File: src/rtl/wb_scr_mem_arbiter_if.sv
// Request/response channel shared by the SCR1 memory ports and the Wishbone
// master adapter: valid/ready request with address, write data and strobes.
interface wb_scr_mem_arbiter_if #(
  parameter int AWIDTH = 32,
  parameter int DWIDTH = 32
);
  logic              valid;
  logic [AWIDTH-1:0] addr;
  logic [DWIDTH-1:0] wdata;
  logic [3:0]        wstrb;
  logic              ready;
  logic [DWIDTH-1:0] rdata;

  modport master (
    output valid, addr, wdata, wstrb,
    input  ready, rdata
  );

  modport slave (
    input  valid, addr, wdata, wstrb,
    output ready, rdata
  );
endinterface

File: src/rtl/wb_scr_mem_arbiter.sv
// Round-robin arbiter sharing one Wishbone master adapter between the SCR1
// instruction-fetch (imem) and data (dmem) ports; all outputs registered.
//
// state | meaning
// IDLE  | no grant held; arbitrate any pending request
// BUSY  | winner's request presented downstream, waiting for m.ready
// RESP  | ready pulse visible to the winner; no arbitration this cycle
module wb_scr_mem_arbiter #(
  parameter int AWIDTH = 32,
  parameter int DWIDTH = 32
) (
  input logic                 wb_clk_i,
  input logic                 wb_rst_i,
  wb_scr_mem_arbiter_if.slave  imem,
  wb_scr_mem_arbiter_if.slave  dmem,
  wb_scr_mem_arbiter_if.master m
);

  typedef enum logic [1:0] {
    IDLE = 2'd0,
    BUSY = 2'd1,
    RESP = 2'd2
  } state_t;

  state_t            state;
  state_t            state_nxt;
  logic              grant_dmem;
  logic              last_dmem;
  logic              any_req;
  logic              win_dmem;
  logic [AWIDTH-1:0] addr_win;
  logic [DWIDTH-1:0] wdata_win;
  logic [3:0]        wstrb_win;
  logic              unused_imem;

  // On a conflict the port that did not win last time takes the grant.
  assign any_req   = imem.valid | dmem.valid;
  assign win_dmem  = dmem.valid & (~imem.valid | ~last_dmem);
  assign addr_win  = win_dmem ? dmem.addr  : imem.addr;
  assign wdata_win = win_dmem ? dmem.wdata : '0;
  assign wstrb_win = win_dmem ? dmem.wstrb : 4'b0000;

  // Fetch port carries no write payload; its wdata/wstrb lines are ignored.
  assign unused_imem = ^{imem.wdata, imem.wstrb};

  always_ff @(posedge wb_clk_i) begin
    if (wb_rst_i) begin
      state <= IDLE;
    end else begin
      state <= state_nxt;
    end
  end

  always_comb begin
    state_nxt = state;
    case (state)
      IDLE:    if (any_req) state_nxt = BUSY;
      BUSY:    if (m.ready) state_nxt = RESP;
      RESP:    state_nxt = IDLE;
      default: state_nxt = IDLE;
    endcase
  end

  always_ff @(posedge wb_clk_i) begin
    if (wb_rst_i) begin
      m.valid    <= 1'b0;
      m.addr     <= '0;
      m.wdata    <= '0;
      m.wstrb    <= 4'b0000;
      imem.ready <= 1'b0;
      imem.rdata <= '0;
      dmem.ready <= 1'b0;
      dmem.rdata <= '0;
      grant_dmem <= 1'b0;
      last_dmem  <= 1'b0;
    end else begin
      case (state)
        IDLE: begin
          if (any_req) begin
            m.valid    <= 1'b1;
            m.addr     <= addr_win;
            m.wdata    <= wdata_win;
            m.wstrb    <= wstrb_win;
            grant_dmem <= win_dmem;
            last_dmem  <= win_dmem;
          end
        end
        BUSY: begin
          if (m.ready) begin
            m.valid <= 1'b0;
            if (grant_dmem) begin
              dmem.ready <= 1'b1;
              dmem.rdata <= m.rdata;
            end else begin
              imem.ready <= 1'b1;
              imem.rdata <= m.rdata;
            end
          end
        end
        RESP: begin
          imem.ready <= 1'b0;
          dmem.ready <= 1'b0;
        end
        default: begin
          m.valid <= 1'b0;
        end
      endcase
    end
  end

endmodule

File: src/flat_wrapper.sv
// flat-port wrapper written by rule: the top's interface ports become plain ports
module wb_scr_mem_arbiter_flat 
#(
  parameter int AWIDTH = 32,
  parameter int DWIDTH = 32
)
  (wb_clk_i, wb_rst_i, imem_valid, imem_addr, imem_wdata, imem_wstrb, imem_ready, imem_rdata, dmem_valid, dmem_addr, dmem_wdata, dmem_wstrb, dmem_ready, dmem_rdata, m_valid, m_addr, m_wdata, m_wstrb, m_ready, m_rdata);
  wb_scr_mem_arbiter_if #(.AWIDTH(AWIDTH), .DWIDTH(DWIDTH)) imem_i ();
  wb_scr_mem_arbiter_if #(.AWIDTH(AWIDTH), .DWIDTH(DWIDTH)) dmem_i ();
  wb_scr_mem_arbiter_if #(.AWIDTH(AWIDTH), .DWIDTH(DWIDTH)) m_i ();
  input logic wb_clk_i;
  input logic wb_rst_i;
  input wire logic [$bits(imem_i.valid)-1:0] imem_valid;
  input wire logic [$bits(imem_i.addr)-1:0] imem_addr;
  input wire logic [$bits(imem_i.wdata)-1:0] imem_wdata;
  input wire logic [$bits(imem_i.wstrb)-1:0] imem_wstrb;
  output wire logic [$bits(imem_i.ready)-1:0] imem_ready;
  output wire logic [$bits(imem_i.rdata)-1:0] imem_rdata;
  input wire logic [$bits(dmem_i.valid)-1:0] dmem_valid;
  input wire logic [$bits(dmem_i.addr)-1:0] dmem_addr;
  input wire logic [$bits(dmem_i.wdata)-1:0] dmem_wdata;
  input wire logic [$bits(dmem_i.wstrb)-1:0] dmem_wstrb;
  output wire logic [$bits(dmem_i.ready)-1:0] dmem_ready;
  output wire logic [$bits(dmem_i.rdata)-1:0] dmem_rdata;
  output wire logic [$bits(m_i.valid)-1:0] m_valid;
  output wire logic [$bits(m_i.addr)-1:0] m_addr;
  output wire logic [$bits(m_i.wdata)-1:0] m_wdata;
  output wire logic [$bits(m_i.wstrb)-1:0] m_wstrb;
  input wire logic [$bits(m_i.ready)-1:0] m_ready;
  input wire logic [$bits(m_i.rdata)-1:0] m_rdata;
  assign imem_i.valid = imem_valid;
  assign imem_i.addr = imem_addr;
  assign imem_i.wdata = imem_wdata;
  assign imem_i.wstrb = imem_wstrb;
  assign imem_ready = imem_i.ready;
  assign imem_rdata = imem_i.rdata;
  assign dmem_i.valid = dmem_valid;
  assign dmem_i.addr = dmem_addr;
  assign dmem_i.wdata = dmem_wdata;
  assign dmem_i.wstrb = dmem_wstrb;
  assign dmem_ready = dmem_i.ready;
  assign dmem_rdata = dmem_i.rdata;
  assign m_valid = m_i.valid;
  assign m_addr = m_i.addr;
  assign m_wdata = m_i.wdata;
  assign m_wstrb = m_i.wstrb;
  assign m_i.ready = m_ready;
  assign m_i.rdata = m_rdata;
  wb_scr_mem_arbiter #(.AWIDTH(AWIDTH), .DWIDTH(DWIDTH)) u_core (.wb_clk_i(wb_clk_i), .wb_rst_i(wb_rst_i), .imem(imem_i), .dmem(dmem_i), .m(m_i));
endmodule
File: config.mk
export PLATFORM = sky130hd
export DESIGN_NAME = wb_scr_mem_arbiter_flat
export DESIGN_NICKNAME = d
export VERILOG_FILES = /design/src/rtl/wb_scr_mem_arbiter_if.sv /design/src/rtl/wb_scr_mem_arbiter.sv /design/src/flat_wrapper.sv
export SDC_FILE = /design/constraint.sdc
export NUM_CORES = 1
export LEC_CHECK = 0
export CORE_MARGIN = 2
export CORE_UTILIZATION = 39
export CTS_BUF_LIST = sky130_fd_sc_hd__clkbuf_8
export DETAILED_ROUTE_END_ITERATION = 8
export PLACE_DENSITY = 0.85
export SETUP_SLACK_MARGIN = 0.2
export SLEW_MARGIN = 15
export SYNTH_ARGS = -nofsm -noshare
export SYNTH_HDL_FRONTEND = slang
export SYNTH_SLANG_ARGS = --single-unit
export TNS_END_PERCENT = 30
File: constraint.sdc
create_clock -name wb_clk_i -period 1.7 [get_ports wb_clk_i]
set_input_delay 0.51 -clock wb_clk_i [delete_from_list [all_inputs] [get_ports wb_clk_i]]
set_output_delay 0.51 -clock wb_clk_i [all_outputs]
set_load 0.005 [all_outputs]
Word-level counts from Yosys, hierarchy flattened:

Cells that the tools add are included.
Widths: inputs -> output; s select.

* memories: 0
* word-level logic and storage cells: 46
* RAM bits: 0
* ROM bits: 0
* output and inout bits: 135
* input bits: 173
* register bits after elaboration: 138
* latch bits: 0

* mux-type cells: 15
* multiply operators: 0
* add/subtract/negate cells: 0
* div/mod/pow operators: 0
* shifts and indexed selects: 0
* equality and inequality tests: 6
* reduce and logical (&&, ||, !) cells: 9
* order comparisons: 0
* bitwise operators: 6

Operators by type and width (count)
* $mux 32: 2
* $reduce_and 3->1: 5
* $mux 1: 6
* $mux 2: 2
* $mux 4: 1
* $ne 2x1->1 const B: 2
* $ne 2x2->1 const B: 2
* $pmux 1 s2: 2
* $pmux 2 s2: 1
* $reduce_and 2->1: 2
* $not 1->1: 3
* $pmux 1 s3: 1
* $eq 2x1->1 const B: 1
* $eq 2x2->1 const B: 1
* $logic_not 2->1: 1
* $or 1x1->1: 2
* $reduce_bool 2->1: 1
* $and 1x1->1: 1

Logic depth before layout (Yosys ltp):

Gate-level depths: netlist of run 1.

* depth in word-level cells: 4
* mapped depth: 6
* gate-level depth less buffers: 3

Worst setup path after synthesis of run 1:

No wires, ideal clock.

* path type: input -> register
* from: input wb_rst_i
* to: register u_core.m.addr[10]
* setup time: 0.147 ns
* arrival time: 1.411 ns
* slack: 0.142 ns
* stages: 4
* path buffers: 3
* data required time: 1.553 ns
* cells stage by stage: buf_2 -> clkbuf_1 -> clkbuf_1 -> a311oi_2

RTL lines
* start: declaration: line flat_wrapper.sv:12 `input logic wb_rst_i;`
* end signal: assignment: line wb_scr_mem_arbiter.sv:81 `m.addr <= addr_win;`
* end: declaration: line wb_scr_mem_arbiter_if.sv:15 `output valid, addr, wdata, wstrb,`

No word-level cell between the ends.

Worst setup path in the final report of run 1:

* from: input imem_valid
* to: register u_core.m.addr[13]

* longest elaborated chain between the ends: 4
* elaborated cells between the ends (all ways): 6
* classes of those cells: mux: 1; bitwise: 4; reduce/logical: 1

RTL lines
* start: declaration: line flat_wrapper.sv:13 `input wire logic [$bits(imem_i.valid)-1:0] imem_valid;`
* $not 1->1: line wb_scr_mem_arbiter.sv:38 `assign win_dmem = dmem.valid & (~imem.valid | ~last_dmem);`
* $or 1x1->1: line wb_scr_mem_arbiter.sv:38
* $and 1x1->1: line wb_scr_mem_arbiter.sv:38
* $mux 32: line wb_scr_mem_arbiter.sv:39 `assign addr_win = win_dmem ? dmem.addr : imem.addr;`

Parallel ways exist; a longest one is shown, timed or not.
A chain may end at the register's enable or synchronous reset.

==> results of run 1 <==
## report_power, final
group          internal [W]  switching, W
sequential          0.00346      0.000110
combinational      0.000801      0.000643
clock               0.00190       0.00124
## synthesized netlist by cell type
library cell	n	area, sq um
a311oi_1	3	26.3
nand2_1	194	728
buf_6	4	45.0
a21oi_1	102	510
nor4bb_1	2	20.0
a311oi_2	30	450
a21oi_4	1	16.3
and4b_1	1	10.0
dfxtp_1	138	2760
nor2_1	3	11.3
or3b_2	1	8.76
and3_1	1	6.26
buf_2	19	95.1
clkbuf_1	28	105
buf_4	2	15.0
a22o_1	36	315
a21bo_2	1	10.0
or2_1	1	6.26
nand2b_1	1	6.26
nand4bb_1	1	11.3
a21boi_1	1	7.51
and2_1	1	6.26
o21ai_0	1	5.00
nand4b_1	1	8.76
## routing by layer
layer | vias to the layer above | routed length (um) | GRT usage [%] | share of wire (%)
li1 | 2544 | - | - | -
met1 | 2406 | 6430 | 25.9 | 39
met2 | 218 | 8260 | 37.3 | 50
met3 | 45 | 1160 | 7.23 | 7.1
met4 | 0 | 601 | 10.3 | 3.7
met5 | - | 0 | 0 | 0
## flip-flops by register name (all words and copies together), names as in the netlist
name               cells
u_core.dmem.rdata     32
u_core.imem.rdata     32
u_core.m.addr         32
u_core.m.wdata        32
u_core.m.wstrb         4
u_core.state           2
u_core.dmem.ready      1
u_core.grant_dmem      1
u_core.imem.ready      1
u_core.m.valid         1
## area by class of cell
cell class | instances | area, sq um
clock buffer | 21 | 289
clock inverter | 11 | 189
fill | 1115 | 4610
multi-input combinational | 383 | 2220
sequential | 138 | 2850
tap | 176 | 220
timing repair buffer | 308 | 2760
## through the flow
stage,instance area [sq um],hold WS [ns],TNS (ns),total power (W)
finish,8520,0.450,0,0.00815
detailed placement,8150,0.445,-28.30,0.00511
global placement,8150,0.441,-25.74,0.00509
global route,8520,0.467,0,0.00852
CTS,8400,0.453,0,0.00814
floorplan,5200,0.453,0,0.00423
## tightest hold or removal path, delay by kind of cell, from the launching register on
family	cells	cell delay, ns
simple gates	1	0.05
flops	1	0.31
compound gates	1	0.05
## logic make-up after synthesis
logic type             share of synthesized area [%]
AND/OR/NAND/NOR                                 15.9
flip-flops                                      53.3
buffers and inverters                           5.02
AO/OA/AOI/OAI                                   25.9
## how the worst max path moves through the flow
stage	startpoint	endpoint	depth (start not counted)
after floorplan	imem_valid	u_core.m.addr[1]	6
after detailed placement	dmem_valid	u_core.m.addr[1]	6
after CTS	u_core.m.addr[10]	m_addr[10]	1
after global routing	u_core.m.wdata[20]	m_wdata[20]	1
after global placement	imem_valid	u_core.m.addr[13]	4
final	imem_valid	u_core.m.addr[13]	6
## timing repair
item / 4_1_cts / 5_1_grt
setup endpoints to repair: 168 / 185
pin swaps: 1 / 4
gates cloned: 1 / 7
setup buffers: 5 / 4
gates resized for setup: 343 / 66
endpoints found under the hold margin: 0 / 0
==> results_tabular.tex, run 1 <==
\begin{tabular}{lr}
\hline
Metric & Value \\
\hline
\multicolumn{2}{l}{\textbf{Placed design}} \\
\quad Number of buffers added on ports & 271 \\
\quad Final weighted congestion of routability-driven global placement & about 0.77 \\
\quad Setup WS pre-CTS & -0.289 ns \\
\quad Half-perimeter wire length after detailed placement & approximately 11000 um \\
\quad Placed cell count & 988 \\
\multicolumn{2}{l}{\textbf{Power and ir drop}} \\
\quad Maximum vdd ir drop & slightly above 0.4 mV \\
\quad Static power due to leakage & approximately 3.6 nW \\
\quad PwrDens & 956 nW/um\^{}2 \\
\multicolumn{2}{l}{\textbf{STA}} \\
\quad Final hold viol count & 0 \\
\quad Final max-slew violation count & 0 \\
\quad Final setup margin & 0.151 ns \\
\quad Final setup violation count & 0 \\
\quad Fmax & between 0.6 and 0.7 GHz \\
\quad Setup clock skew after layout & between 0.006 and 0.007 ns \\
\quad Actual slew at the worst max-slew pin & $\sim$0.44 ns \\
\quad Period utilization & between 90 and 100\% \\
\quad Shortest period the worst path allows & 1.55 ns \\
\quad RSZ-0062 raised after global routing & yes \\
\quad Relative slew margins & between 70\% and 80\% \\
\multicolumn{2}{l}{\textbf{Final layout}} \\
\quad Most used cells in the layout excluding fill and tap cells & nand2\_1, clkdlybuf4s50\_1, a21oi\_1, dfxtp\_1, dfxtp\_2 \\
\quad Net count reported at finish & 1021 \\
\quad Commonest non-fill, non-tap cell in the layout & nand2\_1 \\
\quad Layout cell share with drive strength beyond 1 & 29.0\% \\
\quad Final cell count without fillers & $\sim$1000 \\
\quad Antenna Cells & 0 \\
\quad Syn-to-layout area delta & 64.3\% \\
\quad Fin util & 64.9\% \\
\multicolumn{2}{l}{\textbf{Die}} \\
\quad Placeable core area & approximately 13000 sq um \\
\quad Die width & between 100 and 150 um \\
\quad Initial core utilization & around two fifths \\
\quad Overall die height & 119 um \\
\quad Die Outline Area & roughly 14000 sq um \\
\quad Number of rows created at floorplan & 42 \\
\quad Count of boundary I/O pins & between 300 and 400 \\
\multicolumn{2}{l}{\textbf{Logic synthesis}} \\
\quad Register bit total from synthesis & 138 \\
\quad Number of cells produced by synthesis & between 500 and 600 \\
\quad Count of distinct cell types in the synthesized netlist & 24 \\
\quad Average instance area after synthesis & 9.05 sq um \\
\quad Syn\_nets & $\sim$750 \\
\quad Post-synthesis instance area & $\sim$5200 sq um \\
\quad Synth Warn \# & 0 \\
\quad Sequential-to-total area share from yosys stat & 53.3\% \\
\multicolumn{2}{l}{\textbf{Worst setup path}} \\
\quad Critical path arrival & 1.90 ns \\
\quad R2r endpoint & u\_core.imem.rdata[28] \\
\quad Flop2flop setup slack & between 0.2 and 0.3 ns \\
\quad Cell depth of the worst flop-to-flop path & 4 \\
\quad Critical Path Start Type & input port \\
\quad Cell-by-cell listing of the critical path & clkdlybuf4s50\_1 > buf\_4 > a21boi\_4 > clkbuf\_4 > nand2\_1 > a311oi\_2 \\
\quad Cell with the largest stage delay on the worst path & clkdlybuf4s50\_1 \\
\quad Dominant delay contributor by cell family on the critical path & buffers and inverters \\
\quad Start of the worst register-to-register path & u\_core.state[0] \\
\quad Critical Path End Type & flop \\
\quad Worst path bufs/invs & 3 \\
\quad Maximum fanout along the worst path & 7 \\
\quad Critical path data required time & 2.05 ns \\
\quad Type of the setup path with the least slack & input port to flop \\
\quad Crit path largest cell delay & around 0.43 ns \\
\multicolumn{2}{l}{\textbf{Routing}} \\
\quad Via Count & roughly 5200 \\
\quad Routed length per instance & 15.9 um \\
\quad Antenna Nets Post-Route & 0 \\
\quad Final WL & about 16000 um \\
\quad Number of DRC violations after detailed-routing iteration 0 & $\sim$300 \\
\quad Total iterations of the first detailed-routing run & 5 \\
\quad Vias per std cell & just over 5 \\
\quad Number of remaining DRC errors & 0 \\
\multicolumn{2}{l}{\textbf{Global routing}} \\
\quad Via count of the first global-routing pass & 4967 \\
\quad Pin count of the biggest net entering global routing & 88 \\
\quad Wire length of the first global-routing pass & about 25000 um \\
\quad Overall routing resource usage & about 22\% \\
\quad Number of antenna violations at the first check in global routing & 0 \\
\quad Remaining global-route overflow & 0 \\
\multicolumn{2}{l}{\textbf{Worst hold path}} \\
\quad Hold Path End & u\_core.imem.rdata[2] \\
\quad Number of cells on the worst hold path & 2 \\
\quad Hold Startpoint & u\_core.imem.rdata[2] \\
\quad Worst hold path class & flop to flop \\
\multicolumn{2}{l}{\textbf{Clock network}} \\
\quad Clock sink total & 138 \\
\quad Number of buffers created by CTS & 17 \\
\quad Clock insertion delay at the later pin of the skew report & 0.44 ns \\
\quad \# hold bufs at CTS & 0 \\
\quad Maximum buffer depth of the clock tree & 2 \\
\quad H-tree depth reported by CTS & 4 \\
\quad Clock edge transition at the registers on the reported setup and hold paths & 0.07 ns \\
\quad TritonCTS clock tree & done \\
\quad Clock root buffer & clkbuf\_8 \\
\multicolumn{2}{l}{\textbf{Flow run}} \\
\quad Max capacitance violation total & 0 \\
\multicolumn{2}{l}{\textbf{Outcome}} \\
\quad Run status & finished clean \\
\hline
\end{tabular}
Note: power is estimated with default switching activity, not from simulation.
==> inputs of run 2 (changes only) <==
--- a/config.mk
+++ b/config.mk
@@ -10,6 +10,7 @@
 export CTS_BUF_LIST = sky130_fd_sc_hd__clkbuf_8
 export DETAILED_ROUTE_END_ITERATION = 8
 export PLACE_DENSITY = 0.85
+export REMOVE_ABC_BUFFERS = 1
 export SETUP_SLACK_MARGIN = 0.2
 export SLEW_MARGIN = 15
 export SYNTH_ARGS = -nofsm -noshare
==> run 2 against run 1 <==
Worst setup slack improved by 0.0064 ns; cell count is 0.48% higher; core utilization grew 0.11 points; via count shrank 0.17%; non-clock buffer count grew 6; critical path depth down 5; cell area rose by 0.18%; routed wire length rose by 0.31%; sequential cell count is the same; die area did not move; power is 2.2% lower; global-route usage increased by 0.64 points; critical endpoint is now m_wdata[10]; largest power group unchanged.
==> results_tabular.tex, run 2 (synthesis gave the netlist of run 1 again) <==
\begin{tabular}{lr}
\hline
Metric & Value \\
\hline
\multicolumn{2}{l}{\textbf{STA}} \\
\quad Shortest period the worst path allows & 1.54 ns (-0.00642 ns) \\
\quad RSZ-0062 raised after global routing & yes \\
\quad Period utilization & 90.8\% (-0.38 points) \\
\quad Setup clock skew after layout & 0.00740 ns (+0.000624 ns) \\
\quad Final max-slew violation count & 0 (unchanged) \\
\quad Tightest hold margin & 0.451 ns (+0.000831 ns) \\
\quad Final hold viol count & 0 (unchanged) \\
\quad Actual slew at the worst max-slew pin & 0.287 ns (-0.153 ns) \\
\quad Final setup violation count & 0 (unchanged) \\
\quad Setup TNS & 0 ns (unchanged) \\
\quad Fmax & 0.648 GHz (+0.42\%) \\
\quad Relative slew margins & 80.8\% (+10 points) \\
\multicolumn{2}{l}{\textbf{Global routing}} \\
\quad Via count of the first global-routing pass & 5133 (+3.3\%) \\
\quad Wire length of the first global-routing pass & 25800 um (+2.0\%) \\
\quad Number of antenna violations at the first check in global routing & 1 (+1) \\
\quad Most used routing layer & met2 \\
\quad Remaining global-route overflow & 0 (unchanged) \\
\quad Pin count of the biggest net entering global routing & 44 (-50\%) \\
\quad Global Route met2 Usage & 38.6\% (+1.3 points) \\
\quad Met3 track utilization from global routing & 8.33\% (+1.1 points) \\
\quad Met1 Resource Use GR & 26.3\% (+0.42 points) \\
\quad Overall routing resource usage & 22.9\% (+0.64 points) \\
\multicolumn{2}{l}{\textbf{Routing}} \\
\quad Antenna Nets Post-Route & 0 (unchanged) \\
\quad Number of remaining DRC errors & 0 (unchanged) \\
\quad Final WL & 16500 um (+0.31\%) \\
\quad Via Count & 5204 (-0.17\%) \\
\quad Vias per std cell & 4.99 (-0.65\%) \\
\quad Number of DRC violations after detailed-routing iteration 0 & 328 (+6.8\%) \\
\quad Routed length per instance & 15.8 um (-0.17\%) \\
\quad Total iterations of the first detailed-routing run & 4 (-1) \\
\multicolumn{2}{l}{\textbf{Clock network}} \\
\quad Clock sink total & 138 (unchanged) \\
\quad Clock insertion delay at the later pin of the skew report & 0.45 ns (about the same) \\
\quad Clock edge transition at the registers on the reported setup and hold paths & 0.08 ns (about the same) \\
\quad H-tree depth reported by CTS & 4 (unchanged) \\
\quad TritonCTS clock tree & done \\
\quad \# hold bufs at CTS & 0 (unchanged) \\
\quad Maximum buffer depth of the clock tree & 2 (unchanged) \\
\quad Number of buffers created by CTS & 17 (unchanged) \\
\quad Clock root buffer & clkbuf\_8 \\
\multicolumn{2}{l}{\textbf{Placed design}} \\
\quad Number of buffers added on ports & 271 (unchanged) \\
\quad Final weighted congestion of routability-driven global placement & 0.748 (-3.4\%) \\
\quad Placed cell count & 992 (+0.40\%) \\
\quad Area post-placement & 8220 sq um (+0.81\%) \\
\quad Half-perimeter wire length after detailed placement & 11200 um (+3.9\%) \\
\multicolumn{2}{l}{\textbf{Die}} \\
\quad Overall die height & 119 um (unchanged) \\
\quad Die width & 119 um (unchanged) \\
\quad Placeable core area & 13100 sq um (unchanged) \\
\quad Initial core utilization & 39.5\% (unchanged) \\
\quad Die Outline Area & 14200 sq um (unchanged) \\
\quad Count of boundary I/O pins & 308 (unchanged) \\
\quad Number of rows created at floorplan & 42 (unchanged) \\
\multicolumn{2}{l}{\textbf{Worst setup path}} \\
\quad Maximum fanout along the worst path & 2 (-5) \\
\quad Worst path bufs/invs & 1 (-2) \\
\quad Critical Path End Type & output pin \\
\quad Critical path data required time & 1.19 ns (-0.86 ns) \\
\quad Flop2flop setup slack & 0.27 ns (about the same) \\
\quad Crit path largest cell delay & 0.34 ns (-0.09 ns) \\
\quad Critical path arrival & 1.03 ns (-0.87 ns) \\
\quad Dominant delay contributor by cell family on the critical path & flip-flops \\
\quad Cell with the largest stage delay on the worst path & dfxtp\_1 \\
\quad Type of the setup path with the least slack & flop to output pin \\
\quad Critical Path Start Type & flop \\
\quad Cell-by-cell listing of the critical path & dlygate4sd2\_1 \\
\multicolumn{2}{l}{\textbf{Final layout}} \\
\quad Syn-to-layout area delta & 64.6\% \\
\quad Layout cell share with drive strength beyond 1 & 30.4\% (+1.4 points) \\
\quad Most used cells in the layout excluding fill and tap cells & nand2\_1, clkdlybuf4s50\_1, a21oi\_1, dfxtp\_2, dfxtp\_1 \\
\quad Final cell count without fillers & 1042 (+0.48\%) \\
\quad Final instance area & 8540 sq um (+0.18\%) \\
\quad Net count reported at finish & 1026 (+0.49\%) \\
\quad Commonest non-fill, non-tap cell in the layout & nand2\_1 \\
\quad Filler Cells Inserted & 1118 (+0.27\%) \\
\multicolumn{2}{l}{\textbf{Power and ir drop}} \\
\quad Maximum vdd ir drop & 0.415 mV (+0.38\%) \\
\quad Static power due to leakage & 3.60 nW (-1.1\%) \\
\quad PwrDens & 933 nW/um\^{}2 (-2.4\%) \\
\quad Total power after layout & 0.00797 W (-2.2\%) \\
\multicolumn{2}{l}{\textbf{Worst hold path}} \\
\quad Worst hold path class & flop to flop \\
\multicolumn{2}{l}{\textbf{Flow run}} \\
\quad Max capacitance violation total & 0 (unchanged) \\
\multicolumn{2}{l}{\textbf{Outcome}} \\
\quad Run status & finished clean \\
\hline
\end{tabular}
## run 2: path summary, 6_finish.rpt
check | startpoint | end | cells after the start
setup reg to reg | u_core.state[0] | u_core.imem.rdata[6] | 4
setup / recovery | u_core.m.wdata[10] | m_wdata[10] | 1
hold reg to reg | u_core.imem.rdata[30] | u_core.imem.rdata[30] | 2
hold / removal | u_core.imem.rdata[30] | u_core.imem.rdata[30] | 2
## run 2: cell type report
cell class	instances	area, sq um	area share [%]
Antenna cell	1	2.50	0.0293
Clock buffer	20	275	3.22
Clock inverter	11	169	1.98
Multi-Input combinational cell	382	2200	25.8
Sequential cell	138	2860	33.5
Tap cell	176	220	2.58
Timing Repair Buffer	314	2810	32.9
## run 2: worst min-delay path: cells and delay by family (launching register included)
kind | cells | cell delay, ns
flip-flops | 1 | 0.32
AO/OA/AOI/OAI | 1 | 0.05
AND/OR/NAND/NOR | 1 | 0.04
## run 2: what timing repair did
item,4_1_cts,5_1_grt
endpoints found under the setup margin,143,170
cloned,0,2
pin swaps,0,1
gates resized for setup,349,77
setup buffers,11,5
## run 2: report_power, final
| part | switching (W) | total (W) | internal, W |
|---|---|---|---|
| Clock | 0.00126 | 0.00297 | 0.00171 |
| Combinational | 0.000633 | 0.00143 | 0.000798 |
| Sequential | 0.000114 | 0.00357 | 0.00346 |
## run 2: per-stage QoR
| stage | setup WS, ns | util, % |
|---|---|---|
| floorplan | -1.48 | - |
| global placement | -0.284 | 62.6 |
| CTS | 0.129 | 64.9 |
| detailed placement | -0.316 | 62.6 |
| finish | 0.157 | 65.0 |
| global route | 0.113 | 65.0 |
## run 2: per-layer routing
layer | vias to the layer above | wire (um)
met1 | 2414 | 6590
met5 | - | 0
met2 | 215 | 8340
met4 | 0 | 302
li1 | 2548 | -
met3 | 27 | 1280
==> inputs of run 3 (changes only) <==
--- a/config.mk
+++ b/config.mk
@@ -5,10 +5,11 @@
 export SDC_FILE = /design/constraint.sdc
 export NUM_CORES = 1
 export LEC_CHECK = 0
-export CORE_MARGIN = 2
-export CORE_UTILIZATION = 39
+export CORE_AREA = 2 2 118 120
 export CTS_BUF_LIST = sky130_fd_sc_hd__clkbuf_8
+export CTS_CLUSTER_DIAMETER = 50
 export DETAILED_ROUTE_END_ITERATION = 8
+export DIE_AREA = 0 0 120 122
 export PLACE_DENSITY = 0.85
 export REMOVE_ABC_BUFFERS = 1
 export SETUP_SLACK_MARGIN = 0.2
==> constraint.sdc (replaced) <==
create_clock -name wb_clk_i -period 1.78 [get_ports wb_clk_i]
set_input_delay 0.534 -clock wb_clk_i [delete_from_list [all_inputs] [get_ports wb_clk_i]]
set_output_delay 0.534 -clock wb_clk_i [all_outputs]
set_load 0.005 [all_outputs]
==> run 3 against run 2 <==
Clock skew increased by 0.0018 ns; largest cell class is now buffers; critical endpoint is now u_core.m.addr[22]; core utilization fell by 0.81 points; clock power fell by 18%; combinational power is 3% lower; first-iteration DRC count fell by 16%.
==> results_tabular.tex, run 3 (synthesis gave the netlist of run 1 again) <==
\begin{tabular}{lr}
\hline
Metric & Value \\
\hline
\multicolumn{2}{l}{\textbf{Routing}} \\
\quad Antenna Nets Post-Route & 0 (unchanged) \\
\quad Number of remaining DRC errors & 0 (unchanged) \\
\quad Number of DRC violations after detailed-routing iteration 0 & 275 (-16\%) \\
\quad Total iterations of the first detailed-routing run & 4 (unchanged) \\
\quad Routed length per instance & 15.6 um (-1.4\%) \\
\quad Via Count & 5166 (-0.73\%) \\
\quad Final WL & 16200 um (-2.0\%) \\
\quad Vias per std cell & 4.99 (-0.16\%) \\
\multicolumn{2}{l}{\textbf{STA}} \\
\quad Shortest period the worst path allows & between 1.5 and 2 ns \\
\quad Setup clock skew after layout & 0.00924 ns (+0.00184 ns) \\
\quad Final max-slew violation count & 0 (unchanged) \\
\quad Fmax & 0.643 GHz \\
\quad Period utilization & between 80\% and 90\% \\
\quad RSZ-0062 raised after global routing & yes \\
\quad Final setup margin & 0.225 ns (+0.0681 ns) \\
\quad Relative slew margins & 69.7\% (-11 points) \\
\quad Final hold viol count & 0 (unchanged) \\
\quad Actual slew at the worst max-slew pin & 0.454 ns (+0.167 ns) \\
\quad Final setup violation count & 0 (unchanged) \\
\multicolumn{2}{l}{\textbf{Power and ir drop}} \\
\quad PwrDens & 833 nW/um\^{}2 (-11\%) \\
\quad Static power due to leakage & 3.49 nW (-3.1\%) \\
\quad Maximum vdd ir drop & 0.591 mV (+42\%) \\
\multicolumn{2}{l}{\textbf{Final layout}} \\
\quad Antenna Cells & 0 (-1) \\
\quad Final cell count without fillers & 1036 (-0.58\%) \\
\quad Most used cells in the layout excluding fill and tap cells & nand2\_1, clkdlybuf4s50\_1, a21oi\_1, dfxtp\_1, clkdlybuf4s15\_1 \\
\quad Commonest non-fill, non-tap cell in the layout & nand2\_1 \\
\quad Syn-to-layout area delta & 67.1\% \\
\quad Layout cell share with drive strength beyond 1 & 21.1\% (-9.3 points) \\
\quad Net count reported at finish & 1016 (-0.97\%) \\
\multicolumn{2}{l}{\textbf{Flow run}} \\
\quad Max capacitance violation total & 0 (unchanged) \\
\multicolumn{2}{l}{\textbf{Worst setup path}} \\
\quad Critical path arrival & 1.91 ns (+0.88 ns) \\
\quad Start of the worst register-to-register path & u\_core.grant\_dmem \\
\quad R2r endpoint & u\_core.m.wstrb[1] \\
\quad Critical Path Start Type & input port \\
\quad Critical Path End Type & flop \\
\quad Cell depth of the worst flop-to-flop path & 4 (unchanged) \\
\quad Flop2flop setup slack & 0.28 ns (about the same) \\
\quad Maximum fanout along the worst path & 8 (+6) \\
\quad Critical path data required time & 2.13 ns (+0.94 ns) \\
\quad Type of the setup path with the least slack & input port to flop \\
\multicolumn{2}{l}{\textbf{Placed design}} \\
\quad Number of buffers added on ports & 271 (unchanged) \\
\quad Half-perimeter wire length after detailed placement & 10800 um (-3.3\%) \\
\quad Placed cell count & 995 (+0.30\%) \\
\quad Setup WS pre-CTS & -0.244 ns (+0.0726 ns) \\
\quad Final weighted congestion of routability-driven global placement & 0.789 (+5.5\%) \\
\multicolumn{2}{l}{\textbf{Die}} \\
\quad Overall die height & 122 um (+2.2\%) \\
\quad Number of rows created at floorplan & 43 (+2.4\%) \\
\quad Initial core utilization & 38.4\% (-1.1 points) \\
\quad Placeable core area & 13500 sq um (+2.8\%) \\
\quad Die width & 120 um (+0.56\%) \\
\quad Die Outline Area & 14600 sq um (+2.8\%) \\
\quad Count of boundary I/O pins & 308 (unchanged) \\
\multicolumn{2}{l}{\textbf{Clock network}} \\
\quad Clock insertion delay at the later pin of the skew report & 0.44 ns (about the same) \\
\quad Clock edge transition at the registers on the reported setup and hold paths & 0.08 ns (about the same) \\
\quad Clock root buffer & clkbuf\_8 \\
\quad Clock sink total & 138 (unchanged) \\
\quad TritonCTS clock tree & done \\
\quad Maximum buffer depth of the clock tree & 2 (unchanged) \\
\quad H-tree depth reported by CTS & 4 (unchanged) \\
\quad Number of buffers created by CTS & 17 (unchanged) \\
\quad \# hold bufs at CTS & 0 (unchanged) \\
\multicolumn{2}{l}{\textbf{Global routing}} \\
\quad Via count of the first global-routing pass & 4936 (-3.8\%) \\
\quad Overall routing resource usage & 21.4\% (-1.5 points) \\
\quad Number of antenna violations at the first check in global routing & 0 (-1) \\
\quad Wire length of the first global-routing pass & 24800 um (-3.7\%) \\
\quad Remaining global-route overflow & 0 (unchanged) \\
\quad Pin count of the biggest net entering global routing & 92 (+110\%) \\
\multicolumn{2}{l}{\textbf{Worst hold path}} \\
\quad Number of cells on the worst hold path & 2 (unchanged) \\
\quad Hold Startpoint & wb\_rst\_i \\
\quad Worst hold path class & input port to flop \\
\quad Hold Path End & u\_core.imem.rdata[17] \\
\multicolumn{2}{l}{\textbf{Outcome}} \\
\quad Run status & finished clean \\
\hline
\end{tabular}
[run 3: worst max-delay path by stage]
stage                            to                  start  slack (ns)
2_1_floorplan  u_core.imem.rdata[0]                m_ready       -1.42
3_3_place_gp      u_core.m.addr[17]             dmem_valid       -0.19
3_5_place_dp       u_core.m.addr[7]             dmem_valid       -0.24
4_1_cts               dmem_rdata[6]   u_core.dmem.rdata[6]       -0.05
5_1_grt              dmem_rdata[17]  u_core.dmem.rdata[17]        0.18
6_report          u_core.m.addr[22]             dmem_valid        0.23
[run 3: per-stage QoR]
stage	cell area, sq um	util (%)	setup TNS (ns)	power (W)	hold slack (ns)
floorplan	4930	-	-128.19	0.00394	0.447
global placement	8200	60.7	-16.97	0.00489	0.441
detailed placement	8200	60.7	-20.34	0.00491	0.446
CTS	8610	63.8	-0.0524	0.00726	0.311
global route	8670	64.2	0	0.00755	0.303
finish	8670	64.2	0	0.00722	0.339
[run 3: critical path, cell delays in order]
cell and delay [ns]:
clkdlybuf4s50_1 0.51, a21boi_4 0.21, buf_12 0.14, buf_12 0.12
nand2_1 0.11, a311oi_2 0.26
[run 3: layer usage]
layer,global-route usage [%],part of all wire (%),vias to the layer above
li1,-,-,2520
met1,24.5,40,2434
met2,36.9,51,195
met3,8.01,8.1,17
met4,7.13,1.4,0
met5,0,0,-
[run 3: what timing repair did]
| item | CTS | global route |
|---|---|---|
| resized for setup | 266 | 37 |
| cloned | 0 | 3 |
| buffers inserted | 5 | 1 |
| endpoints found under the setup margin | 135 | 151 |
| pin swaps | 0 | 2 |
[run 3: final cells by class]
| type | instances | area [sq um] |
|---|---|---|
| fill | 1104 | 4840 |
| timing repair buffer | 304 | 3040 |
| tap | 180 | 225 |
| multi-input combinational | 382 | 2200 |
| clock buffer | 19 | 262 |
| sequential | 138 | 2830 |
| clock inverter | 13 | 119 |
[run 3: power breakdown]
part	internal [W]	switching, W	total, W	leakage, nW
logic	0.000794	0.000597	0.00139	2.16
registers	0.00329	0.000109	0.00340	1.15
clock network	0.00118	0.00125	0.00243	0.184
total	0.00527	0.00195	0.00722	3.49
